File: config.mk
export PLATFORM = sky130hd
export DESIGN_NAME = ctrl_packet_encoder
export DESIGN_NICKNAME = d
export VERILOG_FILES = /design/src/rtl/ctrl_packet_encoder.sv
export SDC_FILE = /design/constraint.sdc
export NUM_CORES = 1
export LEC_CHECK = 0
export CAP_MARGIN = 20
export CORE_MARGIN = 2
export CORE_UTILIZATION = 30
export CTS_CLUSTER_SIZE = 28
export DETAILED_ROUTE_END_ITERATION = 8
export PLACE_DENSITY = 0.51
export SETUP_SLACK_MARGIN = 0.1
export SLEW_MARGIN = 5
export SYNTH_ARGS = -nofsm -noshare
export SYNTH_HDL_FRONTEND = slang
export SYNTH_SLANG_ARGS = --single-unit
File: constraint.sdc
create_clock -name clk -period 3.75 [get_ports clk]
set_input_delay 0.75 -clock clk [delete_from_list [all_inputs] [get_ports clk]]
set_output_delay 0.75 -clock clk [all_outputs]
set_load 0.02 [all_outputs]
File: src/rtl/ctrl_packet_encoder.sv
// ctrl_packet_encoder
// Encodes decoded control commands into 14-bit even-parity packets and queues them in a
// small FIFO for a downstream consumer.
//
// Ports:
//   clk        - single clock, all state updates on the rising edge
//   rst        - synchronous active-high reset
//   cmd        - decoded command (control_signal_t)
//   cmd_valid  - cmd is present
//   cmd_ready  - encoder can accept cmd this cycle
//   flush      - discard every queued packet
//   pkt        - encoded packet at the queue head (zero when empty)
//   pkt_valid  - pkt holds a packet
//   pkt_ready  - downstream consumes pkt
//   fifo_level - number of queued packets
//   pkt_count  - packets delivered, wraps at 16 bits
//   drop_count - accepted commands that were discarded, saturates at 255

package ctrl_packet_pkg;

  typedef enum logic [1:0] {OP_NOP, OP_LOAD, OP_STORE, OP_COMP} op_code_t;
  typedef enum logic [1:0] {COMP_ADD, COMP_MUL, COMP_MAC, COMP_RELU} comp_type_t;

  typedef struct packed {
    logic [1:0] unit_id;
    op_code_t   op_code;
    comp_type_t comp_type;
    logic [3:0] addr;
    logic       valid;
    logic [2:0] size;
  } control_signal_t;

  typedef struct packed {
    logic [5:0] encoded_control;
    logic [7:0] data_control;
  } control_packet_t;

endpackage

module ctrl_packet_encoder
  import ctrl_packet_pkg::*;
#(
  parameter int unsigned FIFO_DEPTH = 4
) (
  input  logic                          clk,
  input  logic                          rst,
  input  control_signal_t               cmd,
  input  logic                          cmd_valid,
  output logic                          cmd_ready,
  input  logic                          flush,
  output control_packet_t               pkt,
  output logic                          pkt_valid,
  input  logic                          pkt_ready,
  output logic [$clog2(FIFO_DEPTH):0]   fifo_level,
  output logic [15:0]                   pkt_count,
  output logic [7:0]                    drop_count
);

  localparam int unsigned PtrW = $clog2(FIFO_DEPTH);
  localparam int unsigned LvlW = PtrW + 1;

  control_packet_t mem [FIFO_DEPTH];
  logic [PtrW-1:0] wr_ptr;
  logic [PtrW-1:0] rd_ptr;
  logic [LvlW-1:0] level;

  control_packet_t enc;
  logic            accept;
  logic            push;
  logic            drop;
  logic            pop;

  // Encoding happens on the way in so the FIFO only ever holds finished packets.
  always_comb begin
    enc                      = '0;
    enc.encoded_control      = {cmd.unit_id, cmd.op_code, cmd.comp_type};
    enc.data_control[7:1]    = {cmd.addr, cmd.size};
    // Parity bit makes the whole 14-bit packet even.
    enc.data_control[0]      = ^{cmd.unit_id, cmd.op_code, cmd.comp_type, cmd.addr, cmd.size};
  end

  // Full is judged on the registered level only; a same-cycle pop never frees a slot early.
  assign cmd_ready  = !rst && !flush && (level < LvlW'(FIFO_DEPTH));
  assign accept     = cmd_valid && cmd_ready;
  assign push       = accept && cmd.valid && (cmd.op_code != OP_NOP);
  assign drop       = accept && !(cmd.valid && (cmd.op_code != OP_NOP));

  assign pkt_valid  = (level != '0);
  assign pop        = pkt_valid && pkt_ready;
  // Gate the head so an empty queue (including right after reset) presents zero.
  assign pkt        = pkt_valid ? mem[rd_ptr] : '0;
  assign fifo_level = level;

  // Storage needs no reset; validity is tracked by level.
  always_ff @(posedge clk) begin
    if (push) begin
      mem[wr_ptr] <= enc;
    end
  end

  always_ff @(posedge clk) begin
    if (rst) begin
      wr_ptr     <= '0;
      rd_ptr     <= '0;
      level      <= '0;
      pkt_count  <= '0;
      drop_count <= '0;
    end else begin
      if (flush) begin
        wr_ptr <= '0;
        rd_ptr <= '0;
        level  <= '0;
      end else begin
        if (push) wr_ptr <= wr_ptr + PtrW'(1);
        if (pop)  rd_ptr <= rd_ptr + PtrW'(1);
        if (push && !pop) begin
          level <= level + LvlW'(1);
        end else if (pop && !push) begin
          level <= level - LvlW'(1);
        end
      end
      // A pop in the flush cycle is still a delivered packet.
      if (pop) begin
        pkt_count <= pkt_count + 16'd1;
      end
      if (drop && (drop_count != 8'hFF)) begin
        drop_count <= drop_count + 8'd1;
      end
    end
  end

endmodule

Yosys cells after proc, flatten, opt, wreduce, memory -nomap -nowiden
Memory sizes are Yosys's and may differ from the RTL's. A register that Yosys moved wholly into a read port is not among the register bits.
Index checks and enable logic that the tools add are counted.
{"block": "totals", "reg_bits": 31, "ramBits": 56, "inputBits": 19, "out_inout_bits": 43, "elab_cells": 42, "memories": 1}
{"block": "classes", "n_addsub": 6, "order_cmp": 1, "eq_ne": 1, "n_mux": 7, "n_reduce_logical": 21}
{"name": "mem", "depth": 4, "word_bits": 14, "rd": 1, "rd_ports_with_merged_regs": 1, "write_ports": 1, "line_no": "62", "text": "control_packet_t mem [FIFO_DEPTH];"}
{"op": "$add 16x1->16 const B", "n": 1}
{"op": "$mux 14", "n": 1}
{"op": "$reduce_xor 13->1", "n": 1}
{"op": "$logic_and 1x1->1", "n": 11}
{"op": "$add 8x1->8 const B", "n": 1}
{"op": "$ne 8x8->1 const B", "n": 1}
{"op": "$mux 3", "n": 2}
{"op": "$logic_not 1->1", "n": 5}
{"op": "$add 2x1->2 const B", "n": 2}
{"op": "$mux 2", "n": 2}
{"op": "$reduce_bool 2->1", "n": 2}
{"op": "$add 3x1->3 const B", "n": 1}
{"op": "$lt 3x3->1 const B", "n": 1}
{"op": "$reduce_bool 3->1", "n": 1}
{"op": "$sub 3x1->3 const B", "n": 1}
{"op": "$mux 1", "n": 2}
{"op": "$reduce_or 2->1", "n": 1}

Longest topological paths before layout
Gate-level depths: netlist (run 1).
{"block": "depth", "word_depth": 10, "mapped_depth": 10, "depth_no_buf": 8}

Least setup slack after synthesis (run 1)
OpenSTA, ideal clock, no wires.
{"block": "synth_path", "path_type": "in2reg", "start": "input port rst", "end": "register level[2], in the netlist fifo_level[2]", "setup_ns": 0.070, "t_arrival_ns": 2.859, "t_required_ns": 3.680, "path_slack_ns": 0.821, "stages": 10, "n_path_buf": 2, "cell_sequence": "clkbuf_1 nor4b_1 nor2b_1 clkbuf_1 ha_1 inv_1 fa_1 xor2_1 or3_1 a21oi_1"}
{"block": "synth_via", "elab_chain_len": 9, "elab_cells_between_ends": 12, "classes_between": "mux (1); reduce/logical (11)"}
{"element": "from (decl)", "line_no": "46", "text": "input logic rst,"}
{"element": "$logic_not 1->1 *", "line_no": "83", "text": "assign cmd_ready = !rst && !flush && (level < LvlW'(FIFO_DEPTH));"}
{"element": "$logic_and 1x1->1 * (2 in a row)", "line_no": "83"}
{"element": "$logic_and 1x1->1 *", "line_no": "84", "text": "assign accept = cmd_valid && cmd_ready;"}
{"element": "$logic_and 1x1->1 * (2 in a row)", "line_no": "85", "text": "assign push = accept && cmd.valid && (cmd.op_code != OP_NOP);"}
{"element": "net push", "line_no": "69", "text": "logic push;"}
{"element": "$logic_not 1->1", "line_no": "118", "text": "end else if (pop && !push) begin"}
{"element": "$logic_and 1x1->1", "line_no": "118"}
{"element": "$reduce_bool 2->1 (no source line)"}
{"element": "to (signal assigned)", "line_no": "117", "text": "level <= level + LvlW'(1);"}
{"element": "to (signal assigned)", "line_no": "119", "text": "level <= level - LvlW'(1);"}
{"element": "to (decl)", "line_no": "65", "text": "logic [LvlW-1:0] level;"}
Mark *: on every way through the listed nets, which the timed path passes. The rest lies on a longest branch.
A chain may end at the register's enable or synchronous reset.

Worst setup path in the final report (run 1)
{"block": "layout_path", "start": "input port rst", "end": "output port cmd_ready"}
{"block": "layout_via", "elab_chain_len": 3}
{"element": "$logic_not 1->1", "line_no": "83"}
{"element": "$logic_and 1x1->1 (2 in a row)", "line_no": "83"}
{"element": "to (decl)", "line_no": "49", "text": "output logic cmd_ready,"}
No other way between the ends.

==> impl_metrics.py, run 1 <==
metrics = {
    "drt": {
        "wl_um": 7420,
        "drt_iter0_markers": 107,
        "drc": 0,
        "firstDrtPassIters": 4,
        "wl_per_cell_um": 14.3,
        "num_vias": 2343,
        "ant_nets": 0,
        "via_per_inst": 4.51,
    },
    "power": {
        "p_leak_nw": 1.55,
        "seqPwrFrac_pct": 50.2,
        "internal_power_mw": 1.66,
        "netSwitchingPower_mw": 0.449,
        "swShare_pct": 21.3,
        "vdd_drop_max_mv": 0.210,
        "powerDensity_mw_per_mm2": 431,
        "pwr-share-clk_pct": 43.3,
        "comb_power_share_pct": 6.5,
        "totalPowerFinal_mw": 2.11,
    },
    "sta": {
        "setup_violations": 0,
        "fmax_ghz": 0.329,
        "drv_slew": 0,
        "fin_tns_setup_ps": 0,
        "fin_crit_ps": 3040,
        "max-slew-margin-rel_pct": 49.4,
        "hold_viol": 0,
        "max_slew.worst_pin.slew_ps": 755,
        "skew_ps": 4.58,
        "min_period_over_period_pct": 81.0,
        "rsz0062_at_grt": "false",
    },
    "die": {
        "die_x_um": 116,
        "io_pins": 62,
        "start_util_pct": 31.0,
        "dieArea_mm2": 0.0134,
        "die_h_um": 116,
        "rows": 40,
        "core-area_mm2": 0.0121,
    },
    "synthesis": {
        "synthTopCellsByArea": "edfxtp_1, dfxtp_1, mux4_2",
        "async_flop_share_pct": 0,
        "syn-num-nets": 305,
        "ys.flop_type": "edfxtp_1",
        "synth_top_area_share_pct": 44.8,
        "syn_area_per_cell_um2": 13.5,
        "synth_top_area_cell": "edfxtp_1",
        "synth_edf_count": 56,
        "ys_seq_area_share_pct": 62.4,
        "ys_ff_latch": 89,
        "syn_inst": 278,
        "syn-cell-area_mm2": 0.00375,
        "yosysUniqueCellTypes": 34,
        "yosys_warnings": 0,
    },
    "clock_tree": {
        "cts_resized": 0,
        "htreeDepth": 3,
        "cts_buffers": 9,
        "postCtsSetupBuffers": 0,
        "max-clock-path-buffers": 2,
        "cts.sinks": 89,
        "cts_tree": "done",
        "ctsHoldBuffers": 0,
        "clkTransAtPathRegs_ps": 60,
        "cts-root-buf": "clkbuf_16",
        "clock_latency_ps": 340,
    },
    "finish": {
        "multi_input_area_mm2": 0.00133,
        "drive_gt1_share_pct": 12.3,
        "fin_nets": 373,
        "antennaDiodeCount": 0,
        "fillers": 1180,
        "instances_no_fill": 519,
        "regArea_mm2": 0.00234,
        "syn_to_final_growth_pct": 30.3,
    },
    "worst_setup_path": {
        "crit_fanout": 9,
        "r2r_setup_slack_ps": 1310,
        "path_class": "in -> out",
        "end_kind": "primary output",
        "crit_required_ps": 3000,
        "r2r-end": "fifo_level[2]",
        "crit_path_start_kind": "input pin",
        "r2r-start": "fifo_level[2]",
        "reg2reg_depth": 8,
        "crit_arrival_ps": 2290,
        "critPathLaunch": "rst",
    },
    "grt": {
        "antenna_found_initial": 0,
        "grt_pass1_wl_um": 11800,
        "grt_max_degree": 25,
        "grt_overflow": 0,
        "grt_pass1_vias": 2251,
        "grt_use_total_pct": 11.9,
    },
    "placed_design": {
        "port_buffers": 61,
        "dpl.cell_count": 503,
        "place_hpwl_um": 4910,
        "place_congestion": 0.763,
    },
    "worst_hold_path": {
        "holdPathStages": 2,
        "hp-start": "pkt_count[15]",
        "holdPathEnd": "pkt_count[15]",
        "hold_class": "reg -> reg",
    },
    "run_status": {
        "status": "complete, no violations",
    },
    "run": {
        "drv_cap": 0,
    },
}
## how the worst max path moves through the flow
stage               slack (ps)             to  depth (start not counted)
floorplan                  820  fifo_level[2]                         10
global placement           540  fifo_level[2]                          9
detailed placement         480  fifo_level[2]                          9
CTS                        670        pkt[12]                          3
global route               630        pkt[12]                          3
finish                     710      cmd_ready                          4
## Yosys cell counts (3+ instances only)
cell	n
nand3_1	8
xor2_1	10
and2_1	4
a21oi_1	13
nor3_1	3
nand2_1	8
dfxtp_1	33
edfxtp_1	56
ha_1	7
nor2_1	18
or3_1	13
o21ai_0	14
nand4_1	7
xnor2_1	16
clkbuf_1	9
mux4_2	14
inv_1	8
mux2i_1	3
nor2b_1	16
## cells by family after synthesis
logic type,share of synthesized area (%)
flops,62.4
simple gates,12.3
compound gates,4.77
xor+xnor,6.07
buf+inv,2.43
mux,9.20
fa+ha+maj,2.87
## worst max-delay path, cell delays in order
cell and delay (ps):
clkdlybuf4s50_1 430, or2_2 380, nor2_1 120, clkdlybuf4s50_1 610
## per-stage QoR
step	utilization [%]	setup WS, ps	area (um^2)	hold WS (ps)
detailed placement	37.9	483	4580	487
finish	40.4	714	4890	497
global placement	37.9	543	4580	474
CTS	40.4	668	4890	495
floorplan	-	821	3750	485
global route	40.4	630	4890	546
## per-layer routing
layer | track usage, % | wire length [um] | vias to the layer above
met5 | 0 | 0 | -
met4 | 3.81 | 107 | 0
met3 | 5.18 | 479 | 10
met2 | 17.7 | 3320 | 66
met1 | 15.6 | 3520 | 1106
li1 | - | - | 1161
## power by group through the flow
stage / clock network [mW] / logic, mW / registers, mW
6_report: 0.913 / 0.137 / 1.06
5_1_grt: 0.977 / 0.151 / 1.06
4_1_cts: 0.938 / 0.141 / 1.06
3_5_place_dp: 0 / 0.140 / 1.08
3_3_place_gp: 0 / 0.139 / 1.08
2_1_floorplan: 0 / 0.0735 / 1.08
## registers in the layout, summed over array words and instances, names as in the netlist, named ones only
register,flops
drop_count,8
fifo_level,3
rd_ptr,2
pkt_count,16
wr_ptr,2
mem,56
## layout by cell type (no fill, tap or decap), drive strengths merged, types with 11 or more instances in the layout
cell and n:
dfxtp 33, clkdlybuf4s50 61, mux4 14, xnor2 16, clkbuf 11, o21ai 14, a21oi 13, or3 13
nor2b 16, edfxtp 56, nor2 18
## area by class of cell
cell class,count,share of cell area [%]
multi-input combinational,168,27.1
clock inverter,5,1.30
clock buffer,11,4.96
timing repair buffer,69,13.7
inverter,9,0.742
sequential,89,47.9
tap,168,4.30
No activity file was read; power rests on OpenSTA's default activity.
==> run 2, diff against run 1 <==
==> constraint.sdc (replaced) <==
create_clock -name clk -period 2.9 [get_ports clk]
set_input_delay 0.58 -clock clk [delete_from_list [all_inputs] [get_ports clk]]
set_output_delay 0.58 -clock clk [all_outputs]
set_load 0.02 [all_outputs]
==> impl_metrics.py, run 2 (synthesis results as in run 1) <==
metrics = {
    "finish": {
        "syn_to_final_growth_pct": 33.0,
        "reg_top3": "mem (56), pkt_count (16), drop_count (8)",
        "mostFrequentLayoutCell": "clkdlybuf4s50_1",
        "regMostFlops": "mem",
        "drive_gt1_share_pct": 14.7,
        "final_core_util_pct": 41.2,
        "fin_nets": 382,
        "antennaDiodeCount": 0,
        "fin_area_mm2": 0.00499,
        "largest_reg_flops": 56,
        "final_cell_mix": "clkdlybuf4s50_1, edfxtp_1, dfxtp_1",
    },
    "clock_tree": {
        "cts_resized": 2,
        "clkTransAtPathRegs_ps": 70,
        "ctsHoldBuffers": 0,
        "postCtsSetupBuffers": 0,
        "cts.sinks": 89,
        "cts_buffers": 9,
        "clock_latency_ps": 350,
        "cts-root-buf": "clkbuf_16",
        "htreeDepth": 3,
        "cts_tree": "done",
        "max-clock-path-buffers": 2,
    },
    "sta": {
        "skew_ps": 6.19,
        "fin_crit_ps": 2690,
        "fmax_ghz": 0.371,
        "fin_tns_setup_ps": 0,
        "max-slew-margin-rel_pct": 49.6,
        "rsz0062_at_grt": "false",
        "max_slew.worst_pin.slew_ps": 753,
        "drv_slew": 0,
        "hold_viol": 0,
        "min_period_over_period_pct": 92.9,
        "fin_ws_ps": 207,
        "setup_violations": 0,
    },
    "grt": {
        "grt_use_total_pct": 12.8,
        "grt_pass1_vias": 2428,
        "grt_pass1_wl_um": 12700,
        "antenna_found_initial": 0,
        "grt_max_degree": 26,
        "grt_overflow": 0,
    },
    "worst_setup_path": {
        "crit_chain": "buf_8 > mux4_2 > nor2b_1 > clkdlybuf4s50_1",
        "reg2reg_depth": 9,
        "crit_fanout": 14,
        "path_class": "reg -> out",
        "crit_required_ps": 2320,
        "critPathMaxStageDelay_ps": 530,
        "cpMaxStageDelayCell": "mux4_2",
        "crit_path_start_kind": "flop",
        "r2r-end": "fifo_level[2]",
        "cp-endpoint": "pkt[10]",
        "r2r_setup_slack_ps": 560,
        "r2r-start": "fifo_level[2]",
        "crit_arrival_ps": 2110,
        "end_kind": "primary output",
    },
    "die": {
        "die_x_um": 116,
        "start_util_pct": 31.0,
        "core-area_mm2": 0.0121,
        "rows": 40,
        "die_h_um": 116,
        "io_pins": 62,
        "dieArea_mm2": 0.0134,
    },
    "power": {
        "vdd_drop_max_mv": 0.236,
        "powerDensity_mw_per_mm2": 553,
        "p_leak_nw": 1.61,
        "totalPowerFinal_mw": 2.76,
    },
    "drt": {
        "num_vias": 2364,
        "drc": 0,
        "drt_iter0_markers": 98,
        "wl_per_cell_um": 14.6,
        "via_per_inst": 4.48,
        "firstDrtPassIters": 4,
        "ant_nets": 0,
        "wl_um": 7690,
    },
    "run": {
        "drv_cap": 0,
    },
    "placed_design": {
        "place_hpwl_um": 5130,
        "placed_cell_area_mm2": 0.00468,
        "pre_cts_ws_ps": -51.7,
        "port_buffers": 61,
        "place_congestion": 0.731,
    },
    "worst_hold_path": {
        "hold_class": "reg -> reg",
    },
    "run_status": {
        "status": "complete, no violations",
    },
}
## run 2: cell types whose count changed in the layout (fill, tap and decap cells not counted), sizes merged
cell           previous run  this run
buf                       8        17
inv                      10        13
clkbuf                   11         9
clkdlybuf4s50            61        60
clkinvlp                  1         0
dlygate4sd2               0         1
## run 2: worst min-delay path by stage
stage / start / endpoint / slack (ps) / cells past startpoint
CTS: pkt_count[15] / pkt_count[15] / 490 / 2
global route: pkt_count[15] / pkt_count[15] / 520 / 2
floorplan: rd_ptr[1] / flop / 480 / 2
global placement: pkt_count[15] / pkt_count[15] / 470 / 2
finish: pkt_count[15] / pkt_count[15] / 490 / 2
detailed placement: pkt_count[15] / pkt_count[15] / 480 / 2
## run 2: final cells by class
class | instances | area (um^2)
clock buffers | 9 | 225
clock inverters | 7 | 85.1
fillers | 1183 | 7120
inverters | 9 | 36.3
multi-input cells | 168 | 1330
flip-flops and latches | 89 | 2340
well taps | 168 | 210
repair buffers | 78 | 769
## run 2: critical path: cells and delay by family, from the launching register on
kind | cells | cell delay (ps)
AND/OR/NAND/NOR | 1 | 150
multiplexers | 1 | 530
flip-flops | 1 | 340
buffers and inverters | 2 | 730
## run 2: per-layer routing
metal	vias to the layer above	GRT usage [%]	share of wire, %
met4	0	7.14	2.5
li1	1173	-	-
met5	-	0	0
met1	1122	16.3	46
met3	12	3.40	5.1
met2	57	20.0	47
## run 2: report_power, final
part | internal [mW] | leakage, nW | switching (mW) | total, mW
sequential | 1.36 | 0.770 | 0.00624 | 1.37
clock | 0.686 | 0.153 | 0.521 | 1.21
combinational | 0.0911 | 0.686 | 0.0941 | 0.185
## run 2: per-stage QoR
stage / hold WS, ps / instances
final: 488 / 528
after CTS: 492 / 528
after global placement: 472 / 512
after floorplan: 485 / 278
after detailed placement: 483 / 512
after global routing: 519 / 528
